`src/rtl/rob_pkg.sv`:
```
// rtl/rob_pkg.sv - shared types and constants for the ROB commit controller
package rob_pkg;

    localparam int ROB_DEPTH = 64;
    localparam int IDX_W     = $clog2(ROB_DEPTH);

    typedef logic [IDX_W:0] rob_ptr_t;

    typedef enum logic {
        RUN      = 1'b0,
        RECOVER  = 1'b1
    } rob_state_e;

    function automatic logic [1:0] popcnt2(input logic [1:0] v);
        return {1'b0, v[0]} + {1'b0, v[1]};
    endfunction

endpackage

```
`src/rtl/rob_commit_ctrl_if.sv`:
```
// rtl/rob_commit_ctrl_if.sv - dispatch/commit/flush signal bundle between core and ROB controller
interface rob_commit_ctrl_if #(
    parameter int ROB_DEPTH = 64,
    parameter int IDX_W     = $clog2(ROB_DEPTH)
);
    logic [1:0]       disp_valid;
    logic             disp_ready;
    logic [IDX_W-1:0] alloc_idx0;
    logic [IDX_W-1:0] alloc_idx1;
    logic [IDX_W-1:0] head_idx;
    logic [1:0]       head_complete;
    logic [1:0]       head_exception;
    logic [1:0]       commit_valid;
    logic [IDX_W-1:0] commit_idx0;
    logic [IDX_W-1:0] commit_idx1;
    logic             ext_flush;
    logic             exc_flush;
    logic             redirect_ack;
    logic [IDX_W:0]   rob_count;

    modport master (
        output disp_valid, head_complete, head_exception, ext_flush, redirect_ack,
        input  disp_ready, alloc_idx0, alloc_idx1, head_idx, commit_valid,
               commit_idx0, commit_idx1, exc_flush, rob_count
    );

    modport slave (
        input  disp_valid, head_complete, head_exception, ext_flush, redirect_ack,
        output disp_ready, alloc_idx0, alloc_idx1, head_idx, commit_valid,
               commit_idx0, commit_idx1, exc_flush, rob_count
    );
endinterface

```
`src/rtl/rob_ptr_ctr.sv`:
```
// rtl/rob_ptr_ctr.sv - wrap-bit ROB pointer, advances by 0..2 per cycle, synchronous clear
module rob_ptr_ctr #(
    parameter int IDX_W = 6
) (
    input  logic           clk,
    input  logic           rst,
    input  logic           clr_i,
    input  logic [1:0]     inc_i,
    output logic [IDX_W:0] ptr_o
);
    logic [IDX_W:0] ptr_q;
    logic [IDX_W:0] ptr_d;

    // Clear outranks increment so a flush wins over same-cycle retire/allocate.
    always_comb begin
        ptr_d = ptr_q + {{(IDX_W-1){1'b0}}, inc_i};
        if (clr_i) begin
            ptr_d = '0;
        end
    end

    always_ff @(posedge clk) begin
        if (rst) begin
            ptr_q <= '0;
        end else begin
            ptr_q <= ptr_d;
        end
    end

    assign ptr_o = ptr_q;
endmodule

```
`src/rtl/rob_commit_ctrl.sv`:
```
// rtl/rob_commit_ctrl.sv - ROB allocation, in-order dual retire and flush/recover control
module rob_commit_ctrl #(
    parameter int ROB_DEPTH = rob_pkg::ROB_DEPTH,
    parameter int IDX_W     = $clog2(ROB_DEPTH)
) (
    input  logic           clk,
    input  logic           rst,
    rob_commit_ctrl_if.slave bus
);
    import rob_pkg::*;

    localparam logic [IDX_W:0]   CNT_DISP_MAX = (IDX_W+1)'(ROB_DEPTH - 2);
    localparam logic [IDX_W:0]   CNT_ONE      = (IDX_W+1)'(1);
    localparam logic [IDX_W:0]   CNT_TWO      = (IDX_W+1)'(2);
    localparam logic [IDX_W-1:0] IDX_ONE      = IDX_W'(1);

    rob_state_e     state_q;
    rob_ptr_t       head_ptr;
    rob_ptr_t       tail_ptr;
    logic [IDX_W:0] count;
    logic [IDX_W-1:0] head_idx;
    logic [IDX_W-1:0] tail_idx;

    logic           run;
    logic           head_done0;
    logic           exc_flush;
    logic           cv0;
    logic           cv1;
    logic           disp_ready;
    logic           ext_eff;
    logic           ptr_clr;
    logic [1:0]     alloc_inc;
    logic [1:0]     commit_inc;

    assign count    = tail_ptr - head_ptr;
    assign head_idx = head_ptr[IDX_W-1:0];
    assign tail_idx = tail_ptr[IDX_W-1:0];

    // Everything below is gated by reset so strobes read 0 before the first edge.
    assign run        = !rst && (state_q == RUN);
    assign head_done0 = run && (count >= CNT_ONE) && bus.head_complete[0];
    assign exc_flush  = head_done0 && bus.head_exception[0];
    assign cv0        = head_done0 && !bus.head_exception[0];
    assign cv1        = cv0 && (count >= CNT_TWO) && bus.head_complete[1]
                        && !bus.head_exception[1];
    assign disp_ready = run && (count <= CNT_DISP_MAX) && !bus.ext_flush && !exc_flush;
    assign ext_eff    = run && bus.ext_flush;
    assign ptr_clr    = exc_flush || ext_eff;

    assign alloc_inc  = (disp_ready && bus.disp_valid[0]) ? popcnt2(bus.disp_valid) : 2'd0;
    assign commit_inc = popcnt2({cv1, cv0});

    rob_ptr_ctr #(.IDX_W(IDX_W)) u_head_ctr (
        .clk   (clk),
        .rst   (rst),
        .clr_i (ptr_clr),
        .inc_i (commit_inc),
        .ptr_o (head_ptr)
    );

    rob_ptr_ctr #(.IDX_W(IDX_W)) u_tail_ctr (
        .clk   (clk),
        .rst   (rst),
        .clr_i (ptr_clr),
        .inc_i (alloc_inc),
        .ptr_o (tail_ptr)
    );

    always_ff @(posedge clk) begin
        if (rst) begin
            state_q <= RUN;
        end else begin
            case (state_q)
                RUN:     if (exc_flush)        state_q <= RECOVER;
                RECOVER: if (bus.redirect_ack) state_q <= RUN;
                default:                       state_q <= RUN;
            endcase
        end
    end

    assign bus.disp_ready   = disp_ready;
    assign bus.exc_flush    = exc_flush;
    assign bus.commit_valid = {cv1, cv0};
    assign bus.rob_count    = rst ? '0 : count;
    assign bus.alloc_idx0   = rst ? '0 : tail_idx;
    assign bus.alloc_idx1   = rst ? '0 : tail_idx + IDX_ONE;
    assign bus.head_idx     = rst ? '0 : head_idx;
    assign bus.commit_idx0  = rst ? '0 : head_idx;
    assign bus.commit_idx1  = rst ? '0 : head_idx + IDX_ONE;
endmodule
```
`src/flat_wrapper.sv`:
```
// flat-port wrapper written by rule: the top's interface ports become plain ports
module rob_commit_ctrl_flat import rob_pkg::*;
#(
    parameter int ROB_DEPTH = rob_pkg::ROB_DEPTH,
    parameter int IDX_W     = $clog2(ROB_DEPTH)
)
  (clk, rst, bus_disp_valid, bus_head_complete, bus_head_exception, bus_ext_flush, bus_redirect_ack, bus_disp_ready, bus_alloc_idx0, bus_alloc_idx1, bus_head_idx, bus_commit_valid, bus_commit_idx0, bus_commit_idx1, bus_exc_flush, bus_rob_count);
  rob_commit_ctrl_if #(.ROB_DEPTH(ROB_DEPTH), .IDX_W(IDX_W)) bus_i ();
  input  logic clk;
  input  logic rst;
  input wire logic [$bits(bus_i.disp_valid)-1:0] bus_disp_valid;
  input wire logic [$bits(bus_i.head_complete)-1:0] bus_head_complete;
  input wire logic [$bits(bus_i.head_exception)-1:0] bus_head_exception;
  input wire logic [$bits(bus_i.ext_flush)-1:0] bus_ext_flush;
  input wire logic [$bits(bus_i.redirect_ack)-1:0] bus_redirect_ack;
  output wire logic [$bits(bus_i.disp_ready)-1:0] bus_disp_ready;
  output wire logic [$bits(bus_i.alloc_idx0)-1:0] bus_alloc_idx0;
  output wire logic [$bits(bus_i.alloc_idx1)-1:0] bus_alloc_idx1;
  output wire logic [$bits(bus_i.head_idx)-1:0] bus_head_idx;
  output wire logic [$bits(bus_i.commit_valid)-1:0] bus_commit_valid;
  output wire logic [$bits(bus_i.commit_idx0)-1:0] bus_commit_idx0;
  output wire logic [$bits(bus_i.commit_idx1)-1:0] bus_commit_idx1;
  output wire logic [$bits(bus_i.exc_flush)-1:0] bus_exc_flush;
  output wire logic [$bits(bus_i.rob_count)-1:0] bus_rob_count;
  assign bus_i.disp_valid = bus_disp_valid;
  assign bus_i.head_complete = bus_head_complete;
  assign bus_i.head_exception = bus_head_exception;
  assign bus_i.ext_flush = bus_ext_flush;
  assign bus_i.redirect_ack = bus_redirect_ack;
  assign bus_disp_ready = bus_i.disp_ready;
  assign bus_alloc_idx0 = bus_i.alloc_idx0;
  assign bus_alloc_idx1 = bus_i.alloc_idx1;
  assign bus_head_idx = bus_i.head_idx;
  assign bus_commit_valid = bus_i.commit_valid;
  assign bus_commit_idx0 = bus_i.commit_idx0;
  assign bus_commit_idx1 = bus_i.commit_idx1;
  assign bus_exc_flush = bus_i.exc_flush;
  assign bus_rob_count = bus_i.rob_count;
  rob_commit_ctrl #(.ROB_DEPTH(ROB_DEPTH), .IDX_W(IDX_W)) u_core (.clk(clk), .rst(rst), .bus(bus_i));
endmodule
```
`config.mk`:
```
export PLATFORM = sky130hd
export DESIGN_NAME = rob_commit_ctrl_flat
export DESIGN_NICKNAME = d
export VERILOG_FILES = /design/src/rtl/rob_pkg.sv /design/src/rtl/rob_commit_ctrl_if.sv /design/src/rtl/rob_ptr_ctr.sv /design/src/rtl/rob_commit_ctrl.sv /design/src/flat_wrapper.sv
export SDC_FILE = /design/constraint.sdc
export NUM_CORES = 1
export LEC_CHECK = 0
export CORE_MARGIN = 10
export CORE_UTILIZATION = 31
export CTS_CLUSTER_SIZE = 28
export DETAILED_ROUTE_END_ITERATION = 8
export SKIP_LAST_GASP = 1
export SLEW_MARGIN = 20
export SYNTH_ARGS = -nofsm -noshare
export SYNTH_HDL_FRONTEND = slang
export SYNTH_SLANG_ARGS = --single-unit
```
`constraint.sdc`:
```
create_clock -name clk -period 4.3 [get_ports clk]
set_input_delay 0.645 -clock clk [delete_from_list [all_inputs] [get_ports clk]]
set_output_delay 0.645 -clock clk [all_outputs]
set_load 0.03 [all_outputs]
```
==> results of run 1 <==
flip-flops by register name (all words and copies together), names as in the netlist:
register,cells
u_core.u_head_ctr.ptr_o,7
u_core.u_tail_ctr.ptr_o,7
u_core.state_q,1
cell usage in the layout (no fill, tap or decap), drive strengths merged, types with 4 or more instances in the layout:
| cell | n |
|---|---|
| nand4 | 4 |
| nor2b | 9 |
| and2 | 4 |
| nand2 | 17 |
| ha | 12 |
| dfxtp | 15 |
| nor2 | 44 |
| xnor2 | 13 |
| clkdlybuf4s50 | 50 |
| buf | 4 |
| nand3 | 11 |
| xor2 | 9 |
| inv | 14 |
| a21oi | 7 |
| nor3 | 4 |
worst min-delay path by stage:
stage                               from        endpoint  slack [ns]  cells past startpoint
final                     u_core.state_q  u_core.state_q        0.54                      1
after global routing      u_core.state_q  u_core.state_q        0.57                      1
after CTS                 u_core.state_q  u_core.state_q        0.55                      1
after detailed placement  u_core.state_q  u_core.state_q        0.54                      1
after global placement    u_core.state_q  u_core.state_q        0.52                      1
after floorplan           u_core.state_q  u_core.state_q        0.48                      1
power groups by stage:
stage | Sequential [mW] | Combinational [mW] | Clock (mW)
after floorplan | 0.143 | 0.0228 | 0
after global placement | 0.143 | 0.0408 | 0
after detailed placement | 0.143 | 0.0408 | 0
after CTS | 0.140 | 0.0409 | 0.115
after global routing | 0.140 | 0.0448 | 0.120
final | 0.140 | 0.0409 | 0.111
routing by layer:
metal | wire, um | track usage
met5 | 0 | 0
met4 | 28 | 0.0279
met3 | 137 | 0.0208
met2 | 2160 | 0.186
met1 | 1970 | 0.123
worst max-delay path: cells and delay by family, from the launching register on:
family	cells	cell delay (ns)
AND/OR/NAND/NOR	3	0.44
adder cells (fa/ha/maj)	2	0.63
flip-flops	1	0.42
buffers and inverters	2	0.78
AO/OA/AOI/OAI	3	0.91
cell families (layout without fill, tap and decap cells):
kind of cell / Yosys count / after routing / synth area share
buffers and inverters: 30 / 72 / 0.0990
AND/OR/NAND/NOR: 102 / 102 / 0.312
adder cells (fa/ha/maj): 15 / 15 / 0.139
multiplexers: 1 / 1 / 0.00660
flip-flops: 15 / 15 / 0.198
AO/OA/AOI/OAI: 21 / 21 / 0.119
XOR/XNOR: 22 / 22 / 0.127
cell type report:
cell class | instances | share of cell area
Timing Repair Buffer | 54 | 0.255
Sequential cell | 15 | 0.144
Tap cell | 67 | 0.0402
Inverter | 14 | 0.0252
Clock inverter | 1 | 0.00240
Clock buffer | 3 | 0.0198
Multi-Input combinational cell | 161 | 0.514
through the flow:
| step | utilization | hold WS [ns] | worst slack (ns) |
|---|---|---|---|
| 2_1_floorplan | - | 0.483 | 0.850 |
| 3_3_place_gp | 0.427 | 0.518 | 0.516 |
| 3_5_place_dp | 0.427 | 0.539 | 0.401 |
| 4_1_cts | 0.437 | 0.553 | 0.128 |
| 5_1_grt | 0.441 | 0.568 | 0.0500 |
| 6_report | 0.441 | 0.544 | 0.246 |
repair_timing:
action / 4_1_cts / 5_1_grt
hold buffers: 0 / 0
setup endpoints to repair: 0 / 1
buffers inserted: 0 / 2
==> flow_metrics.env, run 1 <==
export IMPL_post_drt_wl_per_cell_um=13.6
export IMPL_ys_seq_elements=15
export IMPL_netlist_top_cells_count="44 x nor2_1, 17 x nand2_1, 15 x dfxtp_1, 14 x inv_1, 13 x xnor2_1"
export IMPL_final_area_sq_um=2080
export IMPL_grt_pass1_wl_mm=7.16
export IMPL_cts_clk_slew_worst_paths_ns=0.06
export IMPL_io_pins=51
export IMPL_avgViaCountPerCell=4.57
export IMPL_dieArea_sq_um=8090
export IMPL_ant_nets=0
export IMPL_cts_buffer_depth=2
export IMPL_finalWirelength_mm=4.30
export IMPL_io_buffer_count=50
export IMPL_grt_pass1_vias=1465
export IMPL_layout_drive_gt1_share=0.0645
export IMPL_drv_slew=0
export IMPL_hold_path_class="reg2reg"
export IMPL_crit_path_end_kind="output port"
export IMPL_switchingPower_mw=0.0702
export IMPL_worstPathRequired_ns=3.65
export IMPL_cts_resized=0
export IMPL_die_w_um=89.9
export IMPL_hpwl_mm=3.51
export IMPL_power_clock_fraction=0.380
export IMPL_vias=1441
export IMPL_rsz0062_at_grt="no"
export IMPL_fin_skew_ns=0.00302
export IMPL_antenna_cells=0
export IMPL_seq_area_frac_synth=0.198
export IMPL_ys_flop_type="dfxtp_1"
export IMPL_numPlacedInstances=309
export IMPL_drc=0
export IMPL_synth_top_area_cell="dfxtp_1"
export IMPL_syn_inst=206
export IMPL_slowest_delay_ns=0.69
export IMPL_first_iter_violations=98
export IMPL_setup_viol=0
export IMPL_cp_slowest_cell="clkdlybuf4s50_1"
export IMPL_relSlewSlack=0.587
export IMPL_max_freq_ghz=0.247
export IMPL_cp_start_kind="flop"
export IMPL_grt_ovfl_total=0
export IMPL_path_class="reg2out"
export IMPL_fp_coreArea_sq_um=4720
export IMPL_worstSetupEndpoint="bus_disp_ready"
export IMPL_power_internal_mw=0.222
export IMPL_min_period_ns=4.05
export IMPL_cp_startpoint="u_core.u_tail_ctr.ptr_o[0]"
export IMPL_regArea_sq_um=300
export IMPL_reg2reg_from="u_core.u_tail_ctr.ptr_o[0]"
export IMPL_ys_warn_count=0
export IMPL_finalNonFillerCells=315
export IMPL_syn_nets=231
export IMPL_antenna_found_initial=0
export IMPL_yosysMostFrequentCell="nor2_1"
export IMPL_cts_buffers=3
export IMPL_area_growth_pct=37.4
export IMPL_p_sw_frac=0.241
export IMPL_worstPathArrival_ns=3.41
export IMPL_num_nets_final=274
export IMPL_synth_edf_count=0
export IMPL_grt_max_degree=35
export IMPL_timing_final_crit_share=0.943
export IMPL_cts_sinks=15
export IMPL_tightest_slew_ns=0.619
export IMPL_async_flop_share=0
export IMPL_ff2ff_path_depth=16
export IMPL_p_leak_nw=0.819
export IMPL_pwr_share_seq=0.480
export IMPL_synth_area_leaders="dfxtp_1 20%, nor2_1 11%, ha_1 9.9%, xnor2_1 7.5%, xor2_1 5.2%"
export IMPL_fillCellCount=486
export IMPL_drtPass1Iterations=4
export IMPL_path_cells="inv_1, ha_1, fa_1, nand2b_1, a211oi_2, nor4_1, a311oi_2, o211ai_1, nor2_1, clkdlybuf4s50_1"
export IMPL_cts_tree="yes"
export IMPL_cts_root_buffer="clkbuf_8"
export IMPL_initial_utilization=0.321
export IMPL_avgSynthCellArea_sq_um=7.36
export IMPL_ff2ff_setup_slack_ns=0.71
export IMPL_placed_cell_area_sq_um=2020
export IMPL_status="finished clean"
export IMPL_maxCapViolCount=0
export IMPL_rows=25
export IMPL_p_total_mw=0.292
export IMPL_place_congestion=0.766
export IMPL_vdd_drop_max_v=0.000107
export IMPL_synth_cell_types=35
export IMPL_hold_violations=0
export IMPL_multi_input_area_sq_um=1070
export IMPL_p_per_area_nw_per_um2=140
export IMPL_power_frac_comb=0.140
export IMPL_fin_setup_tns_ns=0
export IMPL_synth_top_cell_area_share=0.198
export IMPL_synth_area_sq_um=1520
export IMPL_clock_latency_ns=0.24
export IMPL_r2r_end="u_core.u_tail_ctr.ptr_o[5]"
export IMPL_path_max_fanout=6
export IMPL_die_h_um=89.9
export IMPL_cts_htree_levels=1
export IMPL_grt_util_all_layers=0.104
Note: power is estimated with default switching activity, not from simulation.
==> run 2: changes to the inputs <==
CORE_MARGIN = 4   (was 10)
SKIP_LAST_GASP = not set   (was 1)
==> run 2 against run 1 <==
Fmax is 3.2% higher. Register-to-register slack better by 0.10 ns. Setup slack better by 0.12 ns. Clock skew is 0.0011 ns lower. Utilization is 0.24 points lower. Clock power hardly changed. Global-route usage is 2.9 points higher. Hold slack better by 0.0027 ns. Combinational power is 2% lower. Critical endpoint unchanged. Largest cell class unchanged. Largest power group unchanged. Highest routed layer unchanged.
==> flow_metrics.env, run 2 (synthesized netlist as in run 1, its figures left out) <==
export IMPL_path_class="reg2out"
export IMPL_cts_root_buffer="clkbuf_8"
export IMPL_cts_clk_slew_worst_paths_ns=0.06
export IMPL_final_common_cell="clkdlybuf4s50_1"
export IMPL_grt_util_all_layers=0.133
export IMPL_finalWirelength_mm=3.97
export IMPL_timing_final_crit_share=0.914
export IMPL_max_freq_ghz=0.254
export IMPL_drc=0
export IMPL_setup_viol=0
export IMPL_io_pins=51
export IMPL_min_period_ns=3.93
export IMPL_cts_buffers=3
export IMPL_grt_max_degree=35
export IMPL_hold_path_class="reg2reg"
export IMPL_crit_path_end_kind="output port"
export IMPL_fin_setup_tns_ns=0
export IMPL_die_h_um=77.9
export IMPL_cts_buffer_depth=2
export IMPL_worstPathRequired_ns=3.65
export IMPL_drv_slew=0
export IMPL_antenna_cells=0
export IMPL_clock_latency_ns=0.25
export IMPL_io_buffer_count=50
export IMPL_p_leak_nw=0.815
export IMPL_final_cell_mix="50 x clkdlybuf4s50_1, 44 x nor2_1, 17 x nand2_1, 15 x dfxtp_1, 14 x inv_1"
export IMPL_layout_drive_gt1_share=0.0567
export IMPL_vdd_drop_max_v=0.000118
export IMPL_first_iter_violations=63
export IMPL_final_area_sq_um=2070
export IMPL_avgViaCountPerCell=4.74
export IMPL_placed_cell_area_sq_um=2020
export IMPL_fin_skew_ns=0.00189
export IMPL_place_congestion=0.777
export IMPL_grt_ovfl_total=0
export IMPL_rsz0062_at_grt="no"
export IMPL_grt_pass1_wl_mm=6.58
export IMPL_post_drt_wl_per_cell_um=12.6
export IMPL_hpwl_mm=3.15
export IMPL_cp_start_kind="flop"
export IMPL_grt_pass1_vias=1425
export IMPL_rows=25
export IMPL_ant_nets=0
export IMPL_antenna_found_initial=0
export IMPL_status="finished clean"
export IMPL_cts_tree="yes"
export IMPL_relSlewSlack=0.336
export IMPL_hold_violations=0
export IMPL_area_growth_pct=36.6
export IMPL_tightest_slew_ns=0.997
export IMPL_initial_utilization=0.321
export IMPL_dieArea_sq_um=6070
export IMPL_die_w_um=77.9
export IMPL_maxCapViolCount=0
export IMPL_drtPass1Iterations=4
export IMPL_p_per_area_nw_per_um2=142
export IMPL_vias=1488
export IMPL_cts_sinks=15
export IMPL_cts_hold_buf=0
export IMPL_path_max_fanout=6
export IMPL_fp_coreArea_sq_um=4720
export IMPL_cts_htree_levels=1
export IMPL_worstPathArrival_ns=3.28
export IMPL_num_nets_final=273
## run 2: path summary, 6_finish.rpt
path                                   start                         end  slack, ns  cells after the start
hold / removal                u_core.state_q              u_core.state_q       0.55                      1
setup reg to reg  u_core.u_tail_ctr.ptr_o[0]  u_core.u_tail_ctr.ptr_o[5]       0.81                     17
setup / recovery  u_core.u_tail_ctr.ptr_o[0]              bus_disp_ready       0.37                     11
hold reg to reg               u_core.state_q              u_core.state_q       0.55                      1
## run 2: what timing repair did
item,in CTS,in global routing
setup endpoints to repair,0,1
setup buffers,0,1
gates resized for setup,0,0
## run 2: metal layers
metal,wire [um],vias to the layer above,track usage
met3,148,4,0.0186
met2,1970,32,0.229
li1,-,755,-
met1,1810,697,0.168
met5,0,-,0
met4,46,0,0.0490
## run 2: layout make-up
cell class,count,area [sq um]
Clock buffer,3,41.3
Clock inverter,1,5.00
Sequential cell,15,300
Multi-Input combinational cell,161,1070
Inverter,14,52.6
Fill cell,486,2650
Timing Repair Buffer,53,523
Tap cell,67,83.8
## run 2: worst max-delay path: stages (launching register included)
cell	delay, ns
dfxtp_1	0.43
inv_1	0.09
ha_1	0.23
fa_1	0.40
nand2b_1	0.19
a211oi_2	0.25
nor4_1	0.09
a311oi_2	0.19
buf_4	0.18
o211ai_1	0.17
nor2_1	0.14
clkdlybuf4s50_1	0.68
## run 2: through the flow
stage | power, mW | std cells | utilization | hold WS (ns) | worst slack [ns]
2_1_floorplan | 0.166 | 206 | - | 0.483 | 0.850
3_3_place_gp | 0.184 | 309 | 0.427 | 0.529 | 0.539
3_5_place_dp | 0.184 | 309 | 0.427 | 0.537 | 0.430
4_1_cts | 0.298 | 313 | 0.437 | 0.551 | 0.155
5_1_grt | 0.306 | 314 | 0.439 | 0.564 | 0.174
6_report | 0.295 | 314 | 0.439 | 0.547 | 0.370
## run 2: report_power, final
| group | internal (mW) | leakage, nW | switching [mW] |
|---|---|---|---|
| Clock | 0.0642 | 0.0255 | 0.0503 |
| Sequential | 0.139 | 0.121 | 0.000770 |
| Combinational | 0.0181 | 0.669 | 0.0221 |
| Total | 0.222 | 0.815 | 0.0732 |
==> run 3: changes to the inputs <==
GPL_TIMING_DRIVEN = 0   (was not set)
SYNTH_HIERARCHICAL = 1   (was not set)
==> run 3 against run 2 <==
Non-clock buffer count increased by 11. Critical path depth fell by 2. Clock skew barely moved. Register-to-register slack got worse by 0.40 ns. Clock-buffer cell count grew 1. Largest cell class unchanged. First-iteration DRC count increased by 43%. Highest routed layer unchanged. Area after synthesis grew 1.2%.
==> flow_metrics.env, run 3 <==
export IMPL_status="finished clean"
export IMPL_synth_top_family_by_area="simple AND/OR/NAND/NOR gates"
export IMPL_place_congestion=0.746
export IMPL_post_drt_wl_per_cell_um=12.3
export IMPL_grt_ovfl_total=0
export IMPL_syn_nets=232
export IMPL_rows=25
export IMPL_first_iter_violations=90
export IMPL_yosysMostFrequentCell="nor2_1"
export IMPL_synth_area_sq_um=1540
export IMPL_cts_root_buffer="clkbuf_8"
export IMPL_worstPathArrival_ns=3.44
export IMPL_hold_path_class="reg2reg"
export IMPL_ys_seq_elements=15
export IMPL_setup_viol=0
export IMPL_synthMuxAreaShare=0
export IMPL_io_pins=51
export IMPL_antenna_found_initial=0
export IMPL_synth_compound_area_frac=0.136
export IMPL_tightest_slew_ns=0.545
export IMPL_cts_htree_levels=1
export IMPL_initial_utilization=0.323
export IMPL_final_area_sq_um=2170
export IMPL_cts_buffers=3
export IMPL_yosys_area_share_simple=0.333
export IMPL_netlist_top_cells_count="37 x nor2_1, 15 x dfxtp_1, 15 x inv_1, 14 x ha_1, 11 x a21oi_1"
export IMPL_avgSynthCellArea_sq_um=7.49
export IMPL_grt_pass1_vias=1502
export IMPL_maxCapViolCount=0
export IMPL_placed_cell_area_sq_um=2120
export IMPL_cts_buffer_depth=2
export IMPL_cts_tree="yes"
export IMPL_fp_coreArea_sq_um=4750
export IMPL_clock_latency_ns=0.24
export IMPL_p_per_area_nw_per_um2=171
export IMPL_worstPathRequired_ns=3.65
export IMPL_final_common_cell="clkdlybuf4s50_1"
export IMPL_crit_path_end_kind="output port"
export IMPL_hpwl_mm=3.32
export IMPL_io_buffer_count=50
export IMPL_rsz0062_at_grt="no"
export IMPL_grt_max_degree=11
export IMPL_area_growth_pct=41.2
export IMPL_synth_top_cell_area_share=0.196
export IMPL_fin_skew_ns=0.00145
export IMPL_path_max_fanout=8
export IMPL_ff2ff_setup_slack_ns=0.41
export IMPL_die_w_um=78.4
export IMPL_hold_violations=0
export IMPL_synthXorXnorAreaFrac=0.0913
export IMPL_drtPass1Iterations=5
export IMPL_drc=0
export IMPL_ant_nets=0
export IMPL_synth_top_area_cell="dfxtp_1"
export IMPL_vias=1531
export IMPL_fillCellCount=511
export IMPL_relSlewSlack=0.632
export IMPL_die_h_um=78.4
export IMPL_min_period_ns=4.08
export IMPL_cts_sinks=15
export IMPL_final_cell_mix="50 x clkdlybuf4s50_1, 36 x nor2_1, 15 x inv_1, 15 x dfxtp_1, 14 x ha_1"
export IMPL_async_flop_share=0
export IMPL_synth_edf_count=0
export IMPL_path_class="reg2out"
export IMPL_synth_area_leaders="dfxtp_1 20%, ha_1 11%, nor2_1 9.0%, xor2_1 5.1%, xnor2_1 4.0%"
export IMPL_fin_setup_tns_ns=0
export IMPL_synth_cell_types=42
export IMPL_syn_inst=205
export IMPL_grt_pass1_wl_mm=6.89
export IMPL_seq_area_frac_synth=0.196
export IMPL_vdd_drop_max_v=0.000104
export IMPL_max_freq_ghz=0.245
export IMPL_drv_slew=0
export IMPL_p_leak_nw=0.794
export IMPL_dieArea_sq_um=6140
export IMPL_num_nets_final=287
export IMPL_ys_warn_count=6
export IMPL_finalWirelength_mm=4.03
export IMPL_layout_drive_gt1_share=0.0772
export IMPL_avgViaCountPerCell=4.70
export IMPL_cts_clk_slew_worst_paths_ns=0.06
export IMPL_postCtsSetupBuffers=0
export IMPL_grt_util_all_layers=0.136
export IMPL_cp_start_kind="flop"
export IMPL_ys_flop_type="dfxtp_1"
export IMPL_timing_final_crit_share=0.949
export IMPL_antenna_cells=0
export IMPL_synth_fa_ha_area_frac=0.153
## run 3: changes by cell type in the layout (fill, tap and decap cells not counted), moves of 3 or more
cell      before  now
clkbuf_1       0    7
o21ai_0        2    5
nand4_1        4    0
nand2_1       17    6
or3_1          0    7
xnor2_1       13    7
nor4b_1        0    3
buf_4          3    8
nor2_1        44   36
a21oi_1        7   11
## run 3: power by group
| part | internal [mW] | switching (mW) | leakage [nW] |
|---|---|---|---|
| Clock | 0.0655 | 0.0479 | 0.0228 |
| Sequential | 0.141 | 0.00313 | 0.121 |
| Combinational | 0.0474 | 0.0662 | 0.651 |
## run 3: what timing repair did
| action | CTS | global route |
|---|---|---|
| endpoints found under the hold margin | 0 | 0 |
| setup endpoints to repair | 0 | 4 |
| hold buffers | 0 | 0 |
| gates resized for setup | 0 | 1 |
## run 3: cell families (layout without fill, tap and decap cells)
logic type	after synthesis	in the layout
compound gates	33	33
flops	15	15
simple gates	95	95
fa+ha+maj	17	17
xor+xnor	16	16
buf+inv	29	83
## run 3: final timing paths
check,from,endpoint,depth (start not counted)
setup / recovery,u_core/u_head_ctr/ptr_o[2],bus_commit_valid[0],9
hold / removal,u_core/u_tail_ctr/ptr_o[6],u_core/u_tail_ctr/ptr_o[6],2
setup reg to reg,u_core/u_head_ctr/ptr_o[2],u_core/u_head_ctr/ptr_o[6],14
hold reg to reg,u_core/u_tail_ctr/ptr_o[6],u_core/u_tail_ctr/ptr_o[6],2
## run 3: layout make-up
class / instances / area [sq um] / area share
well taps: 67 / 83.8 / 0.0387
inverters: 15 / 56.3 / 0.0260
plain buffers: 14 / 82.6 / 0.0381
flip-flops and latches: 15 / 300 / 0.139
multi-input cells: 161 / 1100 / 0.507
repair buffers: 50 / 500 / 0.231
clock buffers: 4 / 45.0 / 0.0208
## run 3: routing by layer
metal	track usage	wire, um	vias up	part of all wire
met3	0.0161	118	2	0.029
li1	-	-	803	-
met2	0.228	1870	24	0.46
met1	0.184	2020	702	0.50
met5	0	0	-	0
met4	0.0402	23	0	0.0057
## run 3: worst max-delay path, cell delays in order (launching register included)
cell,delay (ns)
dfxtp_1,0.51
inv_1,0.12
ha_1,0.38
and3b_1,0.21
o21ai_0,0.34
nand2_1,0.12
and4b_1,0.28
a311oi_1,0.40
buf_4,0.17
clkdlybuf4s50_1,0.66
## run 3: metrics by stage
stage,util,power (mW),hold slack (ns),std cells,setup slack (ns)
after floorplan,-,0.219,0.474,205,0.845
after global placement,0.446,0.260,0.491,322,0.346
after detailed placement,0.446,0.261,0.493,322,0.345
after CTS,0.455,0.376,0.501,326,0.223
after global routing,0.456,0.395,0.531,326,0.00522
final,0.456,0.371,0.512,326,0.219
==> RTL edit: new RTL, settings of run 1 <==
`ROB_DEPTH` is set to 64 in 2 places; all go to 128.
--- a/src/rtl/rob_pkg.sv
+++ b/src/rtl/rob_pkg.sv
@@ -2,5 +2,5 @@
 package rob_pkg;
 
-    localparam int ROB_DEPTH = 64;
+    localparam int ROB_DEPTH = 128;
     localparam int IDX_W     = $clog2(ROB_DEPTH);
 
--- a/src/rtl/rob_commit_ctrl_if.sv
+++ b/src/rtl/rob_commit_ctrl_if.sv
@@ -1,5 +1,5 @@
 // rtl/rob_commit_ctrl_if.sv - dispatch/commit/flush signal bundle between core and ROB controller
 interface rob_commit_ctrl_if #(
-    parameter int ROB_DEPTH = 64,
+    parameter int ROB_DEPTH = 128,
     parameter int IDX_W     = $clog2(ROB_DEPTH)
 );
Interface: changed (6 resized); port bits go from 51 to 57. The function was not compared with the original's and may differ.
==> RTL edit against run 1 <==
- total power increased by 60%
- fmax rose by 0.99%
- sequential share of layout area down 1.2 points
- routed wire length is 37% higher
- worst setup slack better by 0.040 ns
- combinational power grew to 4.5 times the old value
- cell area rose by 24%
- sequential cell count increased by 2
- synthesized area rose by 28%
- largest cell class unchanged
==> RTL edit: results (changes against run 1) <==
* Top post-synthesis cells by area: dfxtp_1 17%, ha_1 9.0%, nor2_1 6.2%, xnor2_1 5.8%, xor2_1 4.9%
* Mux share of post-synthesis cell area at 0% (-0.66 points)
* Post-Synth XOR/XNOR Area at 10.79% (-1.9 points)
* Yosys cell types at 57 (+63%)
* DR iter-0 viols at 57 (-42%)
* Multi-input gate area at 1430 um2 (+34%)
* Total leakage power at 0.9544 nW (+16%)
* CP Capture Point: bus_exc_flush
* Crit-path max FO at 10 (+4)
* WP data arrival at 3.37 ns (-0.04 ns)
* Via count at 1,890 (+31%)
* Hold Path Origin: u_core.u_tail_ctr.ptr_o[7]$_SDFF_PP0_
* Critical path origin: u_core.u_head_ctr.ptr_o[1]$_SDFF_PP0_
* Worst R2R Start: u_core.u_head_ctr.ptr_o[1]$_SDFF_PP0_
* FF-to-FF path depth at 13 (-3)
* WL final at 5.879 mm (+37%)
* Dpl hpwl at 4.668 mm (+33%)
* M1 wire length at 2.757 mm (+40%)
* Net count reported at finish at 325 (+19%)
* Outcome: completed
* Largest net degree at the start of global routing at 41 (+17%)
* I/O Buffers at 56 (+12%)
* First-pass GRT wire length at 9.742 mm (+36%)
* Met1 usage at 15.18% (+2.9 points)
* GPL Wtd Cong at 0.8226 (+7.3%)
* Synth top cells by count: 32 x nor2_1, 18 x a21oi_1, 17 x dfxtp_1
* Placed cell areas at 2519 um2 (+25%)
[RTL edit: cell types whose count changed after synthesis, sizes merged, moves of 3 or more]
cell,delta
a211o,+3
a211oi,+3
a21boi,+4
a21o,+3
a21oi,+21
and3b,+3
buf,+5
nor2,-12
o21ai,+4
[RTL edit: area by class of cell]
| type | instances | area share [%] |
|---|---|---|
| repair buffers | 63 | 23.88 |
| clock buffers | 4 | 1.748 |
| flip-flops and latches | 17 | 13.20 |
| multi-input cells | 200 | 55.49 |
| inverters | 14 | 2.039 |
| well taps | 75 | 3.641 |
[RTL edit: per-stage QoR]
stage / setup slack [ns] / cells / power, mW / hold WS, ns
floorplan: 0.5299 / 254 / 0.2963 / 0.5104
global placement: 0.4860 / 369 / 0.3489 / 0.5382
detailed placement: 0.3858 / 369 / 0.3502 / 0.5459
CTS: 0.1950 / 373 / 0.4695 / 0.5670
global route: 0.06641 / 373 / 0.4990 / 0.6028
finish: 0.2859 / 373 / 0.4672 / 0.5657
